`config.mk`:
```
export PLATFORM = sky130hd
export DESIGN_NAME = mem_arbiter
export DESIGN_NICKNAME = d
export VERILOG_FILES = /design/src/rtl/mem_arbiter.sv
export SDC_FILE = /design/constraint.sdc
export NUM_CORES = 1
export LEC_CHECK = 0
export CAP_MARGIN = 25
export CELL_PAD_IN_SITES_DETAIL_PLACEMENT = 1
export CELL_PAD_IN_SITES_GLOBAL_PLACEMENT = 2
export CORE_MARGIN = 5
export CORE_UTILIZATION = 26
export CTS_BUF_LIST = sky130_fd_sc_hd__clkbuf_16
export DETAILED_ROUTE_END_ITERATION = 10
export GPL_TIMING_DRIVEN = 1
export PLACE_DENSITY_LB_ADDON = 0.1
export SYNTH_ARGS = -nofsm -noshare
export SYNTH_HDL_FRONTEND = slang
export SYNTH_SLANG_ARGS = --single-unit
export TNS_END_PERCENT = 5
```
`constraint.sdc`:
```
create_clock -name clk -period 2.95 [get_ports clk]
set_input_delay 0.295 -clock clk [delete_from_list [all_inputs] [get_ports clk]]
set_output_delay 0.295 -clock clk [all_outputs]
set_load 0.03 [all_outputs]
```
`src/rtl/mem_arbiter.sv`:
```
// Two-requester (fetch / load-store) arbiter in front of a single-port word RAM,
// with load/store formatting, fault detection and one memory-mapped LED register.
module mem_arbiter #(
    parameter int              XLEN            = 32,
    parameter int              ALEN            = 32,
    parameter int              LED_WIDTH       = 4,
    parameter int              RAM_MEMORY_SIZE = 1024,
    parameter logic [ALEN-1:0] MMIO_LED_ADDR   = ALEN'(32'hFFFF_FFF0),
    parameter int              RAM_WORDS       = RAM_MEMORY_SIZE
) (
    input  logic                         clk,
    input  logic                         rst_n,
    input  logic                         if_req_valid,
    output logic                         if_req_ready,
    input  logic [ALEN-1:0]              if_addr,
    output logic                         if_rsp_valid,
    output logic [XLEN-1:0]              if_rdata,
    input  logic                         ls_req_valid,
    output logic                         ls_req_ready,
    input  logic [ALEN-1:0]              ls_addr,
    input  logic                         ls_we,
    input  logic [2:0]                   ls_funct3,
    input  logic [XLEN-1:0]              ls_wdata,
    output logic                         ls_rsp_valid,
    output logic [XLEN-1:0]              ls_rdata,
    output logic                         ls_fault,
    output logic                         ram_en,
    output logic [3:0]                   ram_we,
    output logic [$clog2(RAM_WORDS)-1:0] ram_addr,
    output logic [XLEN-1:0]              ram_wdata,
    input  logic [XLEN-1:0]              ram_rdata,
    output logic [LED_WIDTH-1:0]         led_out
);

    localparam int AW = $clog2(RAM_WORDS);

    typedef enum logic [1:0] {
        S_IDLE  = 2'd0,
        S_ISSUE = 2'd1,
        S_WAIT  = 2'd2
    } state_t;

    state_t state, state_nxt;

    // Handshake: a request transfers on a rising edge where valid && ready.
    // Ready is only ever raised in IDLE, for at most one requester; after the
    // transfer the requester inputs are ignored until the response pulse.
    logic grant_if, grant_ls;
    logic acc_if, acc_ls;
    logic rr_ls;  // 1 = load/store wins the next tie

    always_comb begin
        state_nxt = state;
        grant_if  = 1'b0;
        grant_ls  = 1'b0;
        case (state)
            S_IDLE: begin
                grant_if = if_req_valid ? (!ls_req_valid || !rr_ls) : !ls_req_valid;
                grant_ls = ls_req_valid && !grant_if;
                if ((if_req_valid && grant_if) || (ls_req_valid && grant_ls))
                    state_nxt = S_ISSUE;
            end
            S_ISSUE: state_nxt = S_WAIT;
            S_WAIT:  state_nxt = S_IDLE;
            default: state_nxt = S_IDLE;
        endcase
    end

    assign if_req_ready = grant_if;
    assign ls_req_ready = grant_ls;
    assign acc_if       = if_req_valid && grant_if;
    assign acc_ls       = ls_req_valid && grant_ls;

    always_ff @(posedge clk or negedge rst_n) begin
        if (!rst_n) state <= S_IDLE;
        else        state <= state_nxt;
    end

    // Request decode, evaluated on the raw inputs at the acceptance edge.
    logic            if_mmio, ls_mmio, ls_bad;
    logic [3:0]      st_mask;
    logic [XLEN-1:0] st_data;

    assign if_mmio = (if_addr == MMIO_LED_ADDR);
    assign ls_mmio = (ls_addr == MMIO_LED_ADDR);

    always_comb begin
        ls_bad  = 1'b0;
        st_mask = 4'b1111;
        st_data = ls_wdata;
        case (ls_funct3)
            3'b000:  ls_bad = 1'b0;
            3'b001:  ls_bad = ls_addr[0];
            3'b010:  ls_bad = |ls_addr[1:0];
            3'b100:  ls_bad = ls_we;
            3'b101:  ls_bad = ls_we || ls_addr[0];
            default: ls_bad = 1'b1;
        endcase
        case (ls_funct3[1:0])
            2'b00: begin
                st_mask = 4'b0001 << ls_addr[1:0];
                st_data = {4{ls_wdata[7:0]}};
            end
            2'b01: begin
                st_mask = ls_addr[1] ? 4'b1100 : 4'b0011;
                st_data = {2{ls_wdata[15:0]}};
            end
            default: begin
                st_mask = 4'b1111;
                st_data = ls_wdata;
            end
        endcase
    end

    // Captured transaction context
    logic                 r_is_ls, r_we, r_fault, r_mmio;
    logic [2:0]           r_funct3;
    logic [1:0]           r_off;
    logic [LED_WIDTH-1:0] r_led_wdata;

    // Load formatting from the word the RAM returns during WAIT.
    logic [XLEN-1:0] shifted, load_data;

    always_comb begin
        shifted   = ram_rdata >> {r_off, 3'b000};
        load_data = ram_rdata;
        case (r_funct3)
            3'b000:  load_data = {{(XLEN-8){shifted[7]}}, shifted[7:0]};
            3'b100:  load_data = {{(XLEN-8){1'b0}}, shifted[7:0]};
            3'b001:  load_data = {{(XLEN-16){shifted[15]}}, shifted[15:0]};
            3'b101:  load_data = {{(XLEN-16){1'b0}}, shifted[15:0]};
            default: load_data = ram_rdata;
        endcase
    end

    always_ff @(posedge clk or negedge rst_n) begin
        if (!rst_n) begin
            rr_ls        <= 1'b0;
            r_is_ls      <= 1'b0;
            r_we         <= 1'b0;
            r_fault      <= 1'b0;
            r_mmio       <= 1'b0;
            r_funct3     <= 3'b000;
            r_off        <= 2'b00;
            r_led_wdata  <= '0;
            ram_en       <= 1'b0;
            ram_we       <= 4'b0000;
            ram_addr     <= '0;
            ram_wdata    <= '0;
            led_out      <= '0;
            if_rsp_valid <= 1'b0;
            if_rdata     <= '0;
            ls_rsp_valid <= 1'b0;
            ls_rdata     <= '0;
            ls_fault     <= 1'b0;
        end else begin
            ram_en       <= 1'b0;
            ram_we       <= 4'b0000;
            if_rsp_valid <= 1'b0;
            ls_rsp_valid <= 1'b0;
            ls_fault     <= 1'b0;

            if (acc_if) begin
                r_is_ls  <= 1'b0;
                r_we     <= 1'b0;
                r_fault  <= 1'b0;
                r_mmio   <= if_mmio;
                ram_en   <= !if_mmio;
                ram_addr <= if_addr[AW+1:2];
                rr_ls    <= 1'b1;
            end else if (acc_ls) begin
                r_is_ls     <= 1'b1;
                r_we        <= ls_we;
                r_fault     <= ls_bad;
                r_mmio      <= ls_mmio;
                r_funct3    <= ls_funct3;
                r_off       <= ls_addr[1:0];
                r_led_wdata <= ls_wdata[LED_WIDTH-1:0];
                ram_en      <= !ls_bad && !ls_mmio;
                ram_addr    <= ls_addr[AW+1:2];
                if (ls_we && !ls_bad && !ls_mmio) begin
                    ram_we    <= st_mask;
                    ram_wdata <= st_data;
                end
                rr_ls       <= 1'b0;
            end

            if (state == S_ISSUE && r_is_ls && r_mmio && r_we && !r_fault)
                led_out <= r_led_wdata;

            if (state == S_WAIT) begin
                if (!r_is_ls) begin
                    if_rsp_valid <= 1'b1;
                    if_rdata     <= r_mmio ? '0 : ram_rdata;
                end else begin
                    ls_rsp_valid <= 1'b1;
                    ls_fault     <= r_fault;
                    if (r_fault || r_we)
                        ls_rdata <= '0;
                    else if (r_mmio)
                        ls_rdata <= {{(XLEN-LED_WIDTH){1'b0}}, led_out};
                    else
                        ls_rdata <= load_data;
                end
            end
        end
    end

endmodule

```
======== Yosys cells after proc, flatten, opt, wreduce, memory -nomap -nowiden ========
Cells that the tools add are included.
word-level totals
  flip-flop bits (word level) ............. 134
  input port bits ......................... 136
  output and inout bits ................... 120
  logic and storage cells ................. 105
operators by class
  eq/ne operators ......................... 13
  shift operators ......................... 2
  mux-type cells .......................... 36
  bitwise operators ....................... 2
  reductions and logical operators ........ 33
operator list
  cell                    count
  $pmux W32 S4            1
  $mux W32                3
  $eq A32 B32 Y1 const B  2
  $pmux W32 S2            1
  $shr A32 B5 Y16         1
  $mux W1                 21
  $mux W10                2
  $mux W4                 4
  $eq A3 B3 Y1 const B    4
  $logic_and A1 B1 Y1     12
  $pmux W4 S2             1
  $logic_not A1 Y1        7
  $eq A3 B1 Y1 const B    2
  $logic_not A3 Y1        2
  $reduce_and A2 Y1       3
  $pmux W1 S5             1
  $eq A2 B1 Y1 const B    2
  $logic_not A2 Y1        2
  $logic_or A1 B1 Y1      4
  $pmux W2 S2             1
  $shl A1 B2 Y4 const A   1
  $eq A3 B2 Y1 const B    1
  $reduce_and A3 Y1       1
  $eq A2 B2 Y1 const B    1
  5 further kinds         6

======== Longest topological paths before layout ========
  depth after elaboration ................. 9
  depth in mapped cells ................... 6
  gate-level depth less buffers ........... 5

======== Least setup slack after synthesis ========
OpenSTA, ideal clock, no wires.
  kind .................................... flip-flop to flip-flop
  start point ............................. reg state[0]
  end point ............................... reg ram_addr[5]
  setup time .............................. 66 ps
  data arrival time ....................... 2232 ps
  data required time ...................... 2884 ps
  path slack .............................. 651 ps
  stages on the path, launching flop included .. 7
  buffers on the path ..................... 2
  clock period less this slack ............ 2299 ps
  path through ............................ dfrtp_1 nor2_1 a21boi_0 and2_1 clkbuf_1 clkbuf_1 a221o_1
on the way
  cells in the longest elaborated chain, start to end .. 4
  elaborated cells between the ends (all ways) .. 7
  those cells by class .................... mux: 3; reduce/logical: 4
RTL lines
  element                                         line  RTL
  from (decl)                                     43    state_t state, state_nxt;
  from (signal assigned)                          76    else state <= state_nxt;
  $logic_not A2 Y1 *                              56    case (state)
  $mux W1 *                                       56
  net if_req_ready                                14    output logic if_req_ready,
  $logic_and A1 B1 Y1 *                           71    assign acc_if = if_req_valid && grant_if;
  $mux W10 or $reduce_bool A2 Y1 (tied branches)  --
  to (signal assigned)                            169   ram_addr <= if_addr[AW+1:2];
  to (signal assigned)                            180   ram_addr <= ls_addr[AW+1:2];
  to (decl)                                       29    output logic [$clog2(RAM_WORDS)-1:0] ram_addr,
Mark *: on every way through the listed nets, which the timed path passes. The rest lies on a longest branch.
A chain may end at the register's enable or synchronous reset.

======== Worst setup path in the final report ========
  start point ............................. reg state[0]
  end point ............................... out ls_req_ready
on the way
  cells in the longest elaborated chain, start to end .. 2
RTL lines
  element           line  RTL
  $logic_not A2 Y1  56
  $mux W1           56
  to (decl)         19    output logic ls_req_ready,
Every way passes these cells.

==> impl_metrics.py <==
metrics = {
    "worst_setup_path": {
        "worst-path-buf-inv": 3,
        "critPathMaxFanout": 21,
        "startpoint_type": "flop",
        "crit_top_cell": "buf_4",
        "critPathCaptureType": "output pin",
        "arrival_ps": 2320,
        "required_ps": 2650,
        "r2r-start": "state[0]",
        "r2r_slack_ps": 710,
        "critPathTopFamily": "buffers and inverters",
        "crit_chain": "nor2_1, nand3_1, buf_4, inv_1, buf_4",
        "max_stage_delay_ps": 510,
        "critical_path_class": "flop to output pin",
        "cp_slowest_cell": "inv_1",
        "reg2reg_to": "ram_wdata[2]",
        "reg2regPathDepth": 5,
    },
    "layout": {
        "seq_area_um2": 3350,
        "final_common_cell": "clkdlybuf4s50_1",
        "multi_input_area_um2": 2750,
        "finalNonFillerCells": 1169,
        "final_area_um2": 9830,
        "fill_cells": 2683,
        "final_cell_mix": "clkdlybuf4s50_1, dfrtp_1, nand2_1",
        "num_antenna_cells": 0,
        "drive_gt1_share_pct": 12.0,
        "area_growth_pct": 55.8,
        "final_net_count": 968,
    },
    "drt": {
        "viasPerCell": 4.75,
        "wl_per_cell_um": 19.9,
        "drt_iter0_drc": 229,
        "routed_wirelength_mm": 23.3,
        "route.antenna.remaining_nets": 0,
        "route.detailed.drc": 0,
        "detail_route.first_pass.iterations": 4,
        "via_count": 5547,
    },
    "timing": {
        "rsz0062_at_grt": "no",
        "skew_ps": 15.7,
        "fmax_ghz": 0.382,
        "setup_viol": 0,
        "min_period_over_period_pct": 88.7,
        "tightest_slew_ps": 854,
        "slew_violations": 0,
        "fin_crit_ps": 2620,
        "relSlewSlack_pct": 42.9,
        "hold_ws_ps": 459,
        "final_hold_viol_count": 0,
        "setup_ws_ps": 332,
        "fin_setup_tns_ps": 0,
    },
    "synth": {
        "ys_seq_elements": 134,
        "syn_area_um2": 6310,
        "syn_nets": 722,
        "synth_cell_types": 48,
        "synth_top_cell_area_share_pct": 53.1,
        "yosys_warnings": 0,
        "netlist_top_cells_area": "dfrtp_1, nand2_1, mux2_2",
        "syn-instance-count": 586,
        "syn_area_per_cell_um2": 10.8,
        "synth-seq-area-share_pct": 53.1,
        "synth_top_area_cell": "dfrtp_1",
    },
    "cts": {
        "root_buffer": "clkbuf_16",
        "numCtsBuffers": 17,
        "cts_setup_buffers": 0,
        "cts_max_level": 4,
        "clock-sinks": 134,
        "cts_tree": "yes",
        "clk_pin_slew_ps": 60,
        "insertion_delay_ps": 420,
        "clock_path_buffers": 2,
    },
    "global_route": {
        "grt_pass1_wl_mm": 36.7,
        "grt-ovfl-total": 0,
        "busiest_layer": "met2",
        "use_met3_pct": 5.81,
        "grt_max_degree": 66,
        "groute.usage.overall_pct": 16.8,
        "grt_pass1_vias": 6208,
        "antenna_found_initial": 0,
        "grt_use_met2_pct": 27.5,
        "grtUsageMet1_pct": 21.3,
    },
    "floorplan": {
        "die_w_um": 166,
        "die_h_um": 166,
        "coreArea_um2": 24100,
        "dieArea_um2": 27500,
        "start_util_pct": 26.2,
        "io-pin-count": 256,
        "rows": 57,
    },
    "run_status": {
        "status": "completed",
    },
    "pwr": {
        "p_leak_nw": 4.22,
        "power_density_nw_per_um2": 1070,
        "peakVddDrop_uv": 384,
    },
    "placed_design": {
        "place_congestion": 0.766,
        "dpl_cell_area_um2": 9190,
        "dp.cells": 1135,
        "port_buffers": 255,
        "post-place-ws_ps": 261,
        "hpwl_mm": 17.4,
    },
    "job": {
        "cap_violations": 0,
    },
    "worst_hold_path": {
        "worstHoldPathType": "input pin to asynchronous set/reset pin",
    },
}
## worst max-delay path by stage
stage | start | endpoint | slack (ps) | cells after the start
after floorplan | state[0] | ram_addr[5] | 650 | 6
after detailed placement | ls_addr[0] | ram_wdata[31] | 260 | 6
after global routing | state[0] | ls_req_ready | 110 | 5
after CTS | state[0] | ls_req_ready | 270 | 5
final | state[0] | ls_req_ready | 330 | 5
after global placement | ls_addr[0] | ram_wdata[31] | 290 | 6
## worst register-to-register path, cell delays in order, from the launching register on
cell	delay, ps
dfrtp_1	400
nor2_1	230
nand3_1	230
a2111oi_4	310
buf_4	530
mux2_2	430
## synthesized netlist by cell type (all sizes together)
library cell	n
or4b	1
inv	6
a22oi	21
mux4	1
nor2	12
o221ai	6
o21ai	58
a221o	10
nand4b	1
and2	3
a31oi	1
nand3	1
a21boi	1
dfrtp	134
o21a	3
o21bai	1
o22ai	3
nand3b	1
a22o	11
and4b	1
and3b	1
nor2b	14
buf	8
a2111oi	1
nand4	13
o31ai	2
and3	1
a2bb2oi	12
nor4	6
nand2	121
nand2b	8
or4bb	2
a21oi	5
a221oi	1
o211ai	7
a21o	1
nor3b	1
mux2i	17
or2	1
mux2	53
clkinv	1
clkbuf	34
## report_power, final
| group | total [W] | switching [W] | internal [W] |
|---|---|---|---|
| Sequential | 0.00318 | 0.000536 | 0.00264 |
| Combinational | 0.00519 | 0.00291 | 0.00228 |
| Clock | 0.00219 | 0.000859 | 0.00133 |
## cell type report
type                            count  share of cell area [%]
Sequential cell                   134                    34.1
Multi-Input combinational cell    403                    28.0
Timing Repair Buffer              269                    27.4
Clock buffer                       17                    4.33
Tap cell                          324                    4.12
Clock inverter                     15                    1.82
Inverter                            7                   0.267
## cells by family (layout without fill, tap and decap cells)
group	Yosys count	count (layout)	synth area share, %
AOI/OAI and AO/OA	144	144	15.9
DFF	134	134	53.1
and+or+nand+nor	188	188	14.0
muxes	71	71	13.7
buffers and inverters	49	308	3.31
## layer usage
layer	up-vias	part of all wire, %
met4	0	1.1
met1	2756	44
met3	16	7.0
met5	-	0
met2	179	48
li1	2596	-
## sequential cells by signal, summed over array words and instances (netlist names), 3 cells and up
register and flops:
if_rdata 32, ls_rdata 32, ram_wdata 32, ram_addr 10, led_out 4, r_led_wdata 4, ram_we 4, r_funct3 3
## through the flow
stage                     power, W  util [%]
after floorplan            0.00612         -
after global placement     0.00837      38.1
after detailed placement   0.00845      38.1
after CTS                   0.0107      40.7
after global routing        0.0112      40.8
final                       0.0106      40.8
## repair_timing
action,in CTS,in global routing
setup endpoints to repair,0,0
hold endpoints to repair,63,0
gates resized for setup,0,0
hold buffers,1,0
No activity file was read; power rests on OpenSTA's default activity.
